===== src/rtl/bufg_clr_seq.sv =====
`default_nettype none
// ============================================================================
// Module      : bufg_clr_seq
// Description : Realignment sequencer for a bank of BUFGCE_DIV dividers.
//               When the MMCM/CDCM lock rises, or when realignment is requested
//               while running, every enabled channel has its CE held low for a
//               fixed window. A single CLR pulse is issued inside that window so
//               all dividers restart in phase. After a hold period the qualified
//               lock (mmcm_cdcm_locked_level2) is released.
//               Optional status outputs (relock_cnt, lock_lost) are compiled in
//               when the macro BUFG_CLR_SEQ_STATUS_EN is defined.
// Revision    : 1.0 - initial release
// ============================================================================
module bufg_clr_seq #(
    parameter int N_CH          = 4,
    parameter int SYNC_STAGES   = 2,
    parameter int CE_LOW_CYCLES = 5,
    parameter int CLR_OFFSET    = 2,
    parameter int LOCK_HOLD     = 2,
    parameter int OUT_PIPE      = 2
) (
    input  logic            clk_CLR,
    input  logic            rst,
    input  logic            mmcm_cdcm_locked,
    input  logic [N_CH-1:0] ch_en,
    input  logic            resync_req,
    output logic            resync_ack,
    output logic [N_CH-1:0] BUFDIV_CE,
    output logic [N_CH-1:0] BUFDIV_CLR,
    output logic            mmcm_cdcm_locked_level2,
    output logic            seq_busy
`ifdef BUFG_CLR_SEQ_STATUS_EN
    ,
    output logic [15:0]     relock_cnt,
    output logic            lock_lost
`endif
);

    // One counter serves both the gate window and the hold period, so it is
    // sized for whichever of the two is longer.
    localparam int c_MAX_CNT = (CE_LOW_CYCLES > LOCK_HOLD) ? CE_LOW_CYCLES : LOCK_HOLD;
    localparam int c_CNT_W   = $clog2(c_MAX_CNT + 1);

    localparam logic [c_CNT_W-1:0] c_CNT_ONE   = c_CNT_W'(1);
    localparam logic [c_CNT_W-1:0] c_GATE_LAST = c_CNT_W'(CE_LOW_CYCLES - 1);
    localparam logic [c_CNT_W-1:0] c_HOLD_LAST = c_CNT_W'(LOCK_HOLD - 1);
    localparam logic [c_CNT_W-1:0] c_CLR_IDX   = c_CNT_W'(CLR_OFFSET);

    typedef enum logic [1:0] {
        ST_IDLE = 2'd0,
        ST_GATE = 2'd1,
        ST_HOLD = 2'd2,
        ST_RUN  = 2'd3
    } state_t;

    // Lock synchroniser and edge detection
    logic [SYNC_STAGES-1:0] r_sync;
    logic                   w_sync_lock;
    logic                   r_lock_d;
    logic                   w_lock_rise;

    // Realignment request edge detection
    logic                   r_req;
    logic                   r_req_d;
    logic                   w_req_rise;

    // Sequencer
    state_t                 r_state;
    state_t                 w_state_nxt;
    logic [c_CNT_W-1:0]     r_cnt;
    logic [c_CNT_W-1:0]     w_cnt_nxt;
    logic                   w_capture;
    logic                   w_accept;
    logic                   w_ack_nxt;
    logic [N_CH-1:0]        r_en_q;
    logic                   r_pend;
    logic                   r_run_q;
    logic                   r_busy;
    logic                   r_ack;

    // Per-channel gate/clear before the output pipeline
    logic [N_CH-1:0]        w_gate;
    logic [N_CH-1:0]        w_clr;
    logic [N_CH-1:0]        r_ce_pipe  [OUT_PIPE];
    logic [N_CH-1:0]        r_clr_pipe [OUT_PIPE];

    assign w_sync_lock = r_sync[SYNC_STAGES-1];
    assign w_lock_rise = w_sync_lock & ~r_lock_d;
    assign w_req_rise  = r_req & ~r_req_d;

    // Bring the raw lock into the clk_CLR domain and keep one delayed copy for edge detection.
    always_ff @(posedge clk_CLR or posedge rst) begin
        if (rst) begin
            r_sync   <= '0;
            r_lock_d <= 1'b0;
        end else begin
            r_sync   <= {r_sync[SYNC_STAGES-2:0], mmcm_cdcm_locked};
            r_lock_d <= w_sync_lock;
        end
    end

    // Register the realignment request level so only its rising edge starts a sequence.
    always_ff @(posedge clk_CLR or posedge rst) begin
        if (rst) begin
            r_req   <= 1'b0;
            r_req_d <= 1'b0;
        end else begin
            r_req   <= resync_req;
            r_req_d <= r_req;
        end
    end

    // Next-state and counter decode; losing the synchronised lock aborts any active phase.
    always_comb begin
        w_state_nxt = r_state;
        w_cnt_nxt   = r_cnt;
        w_capture   = 1'b0;
        w_accept    = 1'b0;
        w_ack_nxt   = 1'b0;
        case (r_state)
            ST_IDLE: begin
                w_cnt_nxt = '0;
                if (w_lock_rise) begin
                    w_state_nxt = ST_GATE;
                    w_capture   = 1'b1;
                end
            end
            ST_GATE: begin
                if (!w_sync_lock) begin
                    w_state_nxt = ST_IDLE;
                    w_cnt_nxt   = '0;
                end else if (r_cnt == c_GATE_LAST) begin
                    w_state_nxt = ST_HOLD;
                    w_cnt_nxt   = '0;
                end else begin
                    w_cnt_nxt   = r_cnt + c_CNT_ONE;
                end
            end
            ST_HOLD: begin
                if (!w_sync_lock) begin
                    w_state_nxt = ST_IDLE;
                    w_cnt_nxt   = '0;
                end else if (r_cnt == c_HOLD_LAST) begin
                    w_state_nxt = ST_RUN;
                    w_cnt_nxt   = '0;
                    // Only a sequence started by an accepted request is acknowledged.
                    w_ack_nxt   = r_pend;
                end else begin
                    w_cnt_nxt   = r_cnt + c_CNT_ONE;
                end
            end
            ST_RUN: begin
                w_cnt_nxt = '0;
                if (!w_sync_lock) begin
                    w_state_nxt = ST_IDLE;
                end else if (w_req_rise) begin
                    w_state_nxt = ST_GATE;
                    w_capture   = 1'b1;
                    w_accept    = 1'b1;
                end
            end
            default: begin
                w_state_nxt = ST_IDLE;
                w_cnt_nxt   = '0;
            end
        endcase
    end

    // State, counter, captured channel mask and the status flags registered alongside the state.
    always_ff @(posedge clk_CLR or posedge rst) begin
        if (rst) begin
            r_state <= ST_IDLE;
            r_cnt   <= '0;
            r_en_q  <= '0;
            r_pend  <= 1'b0;
            r_run_q <= 1'b0;
            r_busy  <= 1'b0;
            r_ack   <= 1'b0;
        end else begin
            r_state <= w_state_nxt;
            r_cnt   <= w_cnt_nxt;
            if (w_capture) begin
                r_en_q <= ch_en;
            end
            if (w_accept) begin
                r_pend <= 1'b1;
            end else if (w_ack_nxt || (w_state_nxt == ST_IDLE)) begin
                r_pend <= 1'b0;
            end
            r_run_q <= (w_state_nxt == ST_RUN);
            r_busy  <= (w_state_nxt == ST_GATE) || (w_state_nxt == ST_HOLD);
            r_ack   <= w_ack_nxt;
        end
    end

    // Gate every enabled channel for the whole window; clear it on one window index only.
    always_comb begin
        w_gate = '0;
        w_clr  = '0;
        if (r_state == ST_GATE) begin
            w_gate = r_en_q;
            if (r_cnt == c_CLR_IDX) begin
                w_clr = r_en_q;
            end
        end
    end

    // Fixed-latency output pipeline; reset drives CE and CLR low so dividers are stopped.
    always_ff @(posedge clk_CLR or posedge rst) begin
        if (rst) begin
            for (int k = 0; k < OUT_PIPE; k++) begin
                r_ce_pipe[k]  <= '0;
                r_clr_pipe[k] <= '0;
            end
        end else begin
            r_ce_pipe[0]  <= ~w_gate;
            r_clr_pipe[0] <= w_clr;
            for (int k = 1; k < OUT_PIPE; k++) begin
                r_ce_pipe[k]  <= r_ce_pipe[k-1];
                r_clr_pipe[k] <= r_clr_pipe[k-1];
            end
        end
    end

    assign BUFDIV_CE  = r_ce_pipe[OUT_PIPE-1];
    assign BUFDIV_CLR = r_clr_pipe[OUT_PIPE-1];
    assign resync_ack = r_ack;
    assign seq_busy   = r_busy;

    // The raw lock term lets the qualified lock drop in the same cycle the MMCM loses lock.
    assign mmcm_cdcm_locked_level2 = mmcm_cdcm_locked & w_sync_lock & r_lock_d & r_run_q;

`ifdef BUFG_CLR_SEQ_STATUS_EN
    logic [15:0] r_relock_cnt;
    logic        r_lock_lost;

    // Count RUN entries (saturating) and remember any loss of lock while running.
    always_ff @(posedge clk_CLR or posedge rst) begin
        if (rst) begin
            r_relock_cnt <= '0;
            r_lock_lost  <= 1'b0;
        end else begin
            if ((r_state == ST_HOLD) && (w_state_nxt == ST_RUN) && (r_relock_cnt != 16'hFFFF)) begin
                r_relock_cnt <= r_relock_cnt + 16'd1;
            end
            if ((r_state == ST_RUN) && (w_state_nxt == ST_IDLE)) begin
                r_lock_lost <= 1'b1;
            end
        end
    end

    assign relock_cnt = r_relock_cnt;
    assign lock_lost  = r_lock_lost;
`endif

endmodule
`default_nettype wire


===== config.mk =====
export PLATFORM = sky130hd
export DESIGN_NAME = bufg_clr_seq
export DESIGN_NICKNAME = d
export VERILOG_FILES = /design/src/rtl/bufg_clr_seq.sv
export SDC_FILE = /design/constraint.sdc
export NUM_CORES = 1
export LEC_CHECK = 0
export CAP_MARGIN = 20
export CORE_ASPECT_RATIO = 1.5
export CORE_MARGIN = 4
export CORE_UTILIZATION = 53
export CTS_BUF_LIST = sky130_fd_sc_hd__clkbuf_8 sky130_fd_sc_hd__clkbuf_16
export DETAILED_ROUTE_END_ITERATION = 6
export PLACE_DENSITY = 0.78
export SKIP_LAST_GASP = 1
export SLEW_MARGIN = 20
export SYNTH_ARGS = -nofsm -noshare
export SYNTH_HDL_FRONTEND = slang
export SYNTH_SLANG_ARGS = --single-unit

===== constraint.sdc =====
create_clock -name clk_CLR -period 2.6 [get_ports clk_CLR]
set_clock_uncertainty 0.2 [all_clocks]
set_input_delay 0.52 -clock clk_CLR [delete_from_list [all_inputs] [get_ports clk_CLR]]
set_output_delay 0.52 -clock clk_CLR [all_outputs]
set_load 0.005 [all_outputs]

Word-level counts from Yosys, hierarchy flattened
Index checks and enable logic that the tools add are counted.
Widths: inputs -> output; s select.

operators by class
  add/sub/neg operators = 1
  multiply operators = 0
  div/mod/pow operators = 0
  $lt $le $gt $ge = 0
  equal/unequal tests = 9
  shift operators = 0
  mux-type cells = 26
  bitwise logic cells = 8
  reductions and logical operators = 6

operators with widths
  cell                 count
  $mux 2               7
  $mux 3               4
  $mux 4               3
  $mux 1               9
  $pmux 3 s3           1
  $eq 2x2->1 const B   4
  $pmux 2 s4           1
  $and 1x1->1          5
  $eq 2x1->1 const B   2
  $logic_not 2->1      2
  $not 4->4            1
  $add 3x1->3 const B  1
  $eq 3x1->1 const B   1
  $eq 3x2->1 const B   1
  $eq 3x3->1 const B   1
  $logic_or 1x1->1     2
  $not 1->1            2
  $pmux 1 s2           1
  $reduce_bool 2->1    1
  $reduce_or 2->1      1

storage, ports and cells
  register bits = 34
  bits in latches = 0
  RAM bits = 0
  bits in read-only memories = 0
  input port bits = 8
  output and inout port bits = 11
  word-level logic and storage cells = 65
  memories kept = 0

Longest topological paths before layout
  depth in word-level cells = 9
  mapped depth = 9
  mapped depth without buffers = 9

Worst setup path before layout
OpenSTA, ideal clock, no wires.

  kind = register to register
  start point = reg r_state[1]
  end point = reg r_pend
  setup time = 0.122 ns
  arrival time = 1.636 ns
  required time = 2.278 ns
  setup slack = 0.643 ns
  stages on the path, launching flop included = 9
  path buffers = 1
  period minus slack after synthesis = 1.957 ns
  path through = dfrtp_1 > inv_1 > ha_1 > clkbuf_1 > a211oi_1 > o31a_1 > ha_1 > inv_1 > a32o_1

on the way
  cells in the longest elaborated chain, start to end = 6
  elaborated cells between the ends (all ways) = 18
  classes of those cells = eq/ne (3); mux (11); reduce/logical (4)

ends and longest elaborated chain
  item                              RTL line       text
  from (decl)                       68             state_t r_state;
  from (signal assigned)            180            r_state <= w_state_nxt;
  $mux 2, on equally long branches  156, 132, 143
  $mux 2, on equally long branches  154, 129, 140
  $pmux 2 s4                        120            case (r_state)
  $logic_not 2->1                   187            end else if (w_ack_nxt || (w_state_nxt == ST_IDLE)) begin
  $logic_or 1x1->1                  187
  $reduce_bool 2->1 (no line)       n/a
  to (signal assigned)              175            r_pend <= 1'b0;
  to (signal assigned)              186            r_pend <= 1'b1;
  to (signal assigned)              188            r_pend <= 1'b0;
  to (decl)                         76             logic r_pend;

Parallel ways exist; a longest one is shown, timed or not.
A chain may end at the register's enable or synchronous reset.

Final worst setup path
  start point = in mmcm_cdcm_locked
  end point = out mmcm_cdcm_locked_level2

on the way
  cells in the longest elaborated chain, start to end = 3

ends and longest elaborated chain
  item                      RTL line  text
  from (decl)               24        input logic mmcm_cdcm_locked,
  $and 1x1->1 (3 in a row)  231       assign mmcm_cdcm_locked_level2 = mmcm_cdcm_locked & w_sync_lock & r_lock_d & r_run_q;
  to (decl)                 30        output logic mmcm_cdcm_locked_level2,

No other way between the ends.

==> run metrics <==
number of standard cells after synthesis 111; unrepaired setup endpoints after global routing no; final setup fails 0; design area 0.00173 mm2; num ports 19; most common flop cell mapped by yosys dfrtp_1; remaining antenna violation count 0; first-pass GRT wire length 3770 um; largest net degree at the start of global routing 35; initial antenna violation count 0; TritonCTS clock tree done; Final Cycle Share 0.925; Slew HR 0.730; Die Span Y 71.3 um; via count 802; leading area contributor after synthesis dfrtp_1; starting DRC count in detailed routing 9; row cnt 22; Yosys top cell area share 0.601; CTS root buffer clkbuf_8; gpl congestion 0.857; DPL Wire Length 1510 um; P_leak 0.802 nW; peak supply drop 0.000718 V; Setup crit end kind output port; Pwr Total 1.59 mW; core area 0.00250 mm2; Final TNS setup 0 ps; FF+latch count, synth 34; layout cell share with drive strength beyond 1 0.116; ys async rst share 1.00; Clock Sinks 34; Cells after DPL 157; DRC viols 0; Synth cell types 30; # diodes 0; die area 0.00358 mm2; pwr/cell area 918 mW/mm2; Mapped Avg Cell Area 12.8 um2; DR pass1 iterations 4; EDFF count, synth 0; H-Tree Depth 2; Post-Syn Area 0.00142 mm2; Post CTS Setup Buffer Count 0; Routed WL 2100 um; vias in the first global route 843; fin crit period 2410 ps; final std cells w/o fill 165; total CTS buffers 5; synth warn 0; CTS Hold Buffers Added 0; Clock Latency Late Sink 280 ps; layout overhead on the synthesized area 22.0%; Post-DP Area 0.00159 mm2; CTS Buffer Depth 2; outcome finished clean; HP Class flip-flop to flip-flop; GRT Overall Usage 0.143; CP max FO 2; critical path data arrival time 1690 ps; routed len/inst 12.7 um; critical path launch point type input pin; hold slack 142 ps; Synth area leaders dfrtp_1 60%, ha_1 9.7%, buf_4 4.2%; die width 50.2 um; final hold vios 0; Post-Syn Nets 130; via/cell ratio 4.86; port buffer count 18; max-slew violation count 0; Max Cap Viol 0; Worst Setup Path Type input pin to output port; post-CTS sizing 0; Initial Util 0.565; Tightest Pin Transition 405 ps; clock-pin slew on the worst setup and hold paths 70 ps; gr ovfl total 0; Max Clk Rate 416 MHz; post-synthesis sequential area ratio 0.601; Critical Path RT 1880 ps; Layout Nets 147
state kept, by name (all words and copies together) (netlist names):
name,flops
r_cnt,3
r_state,2
r_run_q,1
r_sync,2
r_pend,1
r_ce_pipe,4
r_lock_d,1
r_clr_pipe,4
seq_busy,1
r_req,1
r_req_d,1
r_en_q,4
BUFDIV_CE,4
resync_ack,1
BUFDIV_CLR,4
synthesized netlist by cell type (2+ instances only):
cell type,count
a21oi_1,2
and2_1,6
and3_1,3
buf_4,8
dfrtp_1,34
ha_1,11
inv_1,9
mux2_2,3
nand2_1,10
nand2b_1,3
nor2_1,2
o31a_1,2
placed cells by master (no fill, tap or decap), types with 2 or more instances in the layout:
cell type and n:
a21oi_1 2, and2_1 6, and3_1 3, bufinv_16 2
clkbuf_8 6, clkdlybuf4s50_1 18, dfrtp_1 34, ha_1 11
inv_1 9, mux2_2 3, nand2_1 10, nand2b_1 3
nor2_1 2, o31a_1 2
critical path: stages:
cell             delay [ps]
clkdlybuf4s50_1         470
and4_1                  190
clkdlybuf4s50_1         500
kinds of logic after synthesis:
group / after synthesis / share of synthesized area
flip-flops: 34 / 0.601
AND/OR/NAND/NOR: 31 / 0.128
buffers and inverters: 18 / 0.0689
AO/OA/AOI/OAI: 11 / 0.0601
adder cells (fa/ha/maj): 11 / 0.0972
multiplexers: 5 / 0.0389
XOR/XNOR: 1 / 0.00618
cell type report:
cell class | instances | area, um2
repair buffers | 19 | 188
well taps | 36 | 45.0
multi-input cells | 59 | 468
fillers | 168 | 777
flip-flops and latches | 34 | 851
inverters | 9 | 33.8
clock inverters | 2 | 60.1
clock buffers | 6 | 82.6
per-layer routing:
layer,part of all wire,track usage,vias to the layer above
met1,0.39,0.147,379
li1,-,-,394
met2,0.54,0.249,22
met3,0.045,0.0437,7
met5,0,0,-
met4,0.024,0.0892,0
through the flow:
step | utilization | setup slack [ps]
2_1_floorplan | - | 643
3_3_place_gp | 0.633 | 213
3_5_place_dp | 0.633 | 208
4_1_cts | 0.690 | 186
5_1_grt | 0.690 | 137
6_report | 0.690 | 194
power breakdown:
group | switching (mW) | internal (mW) | leakage (nW)
clock | 0.180 | 0.409 | 0.0714
sequential | 0.0508 | 0.634 | 0.417
combinational | 0.148 | 0.165 | 0.314
worst paths after layout:
check	startpoint	end	slack (ps)	cells after the start
worst max-delay path	mmcm_cdcm_locked	mmcm_cdcm_locked_level2	190	3
worst min-delay path	r_clr_pipe[5]$_DFF_PP0_	BUFDIV_CLR[1]$_DFF_PP0_	140	0
worst max register to register	r_state[1]$_DFF_PP0_	r_pend$_DFFE_PP0P_	400	7
worst min register to register	r_clr_pipe[5]$_DFF_PP0_	BUFDIV_CLR[1]$_DFF_PP0_	140	0
max in group asynchronous	rst	seq_busy$_DFF_PP0_	1490	3
min in group asynchronous	rst	r_cnt[1]$_DFF_PP0_	420	3
(Power assumes the default switching activity.)
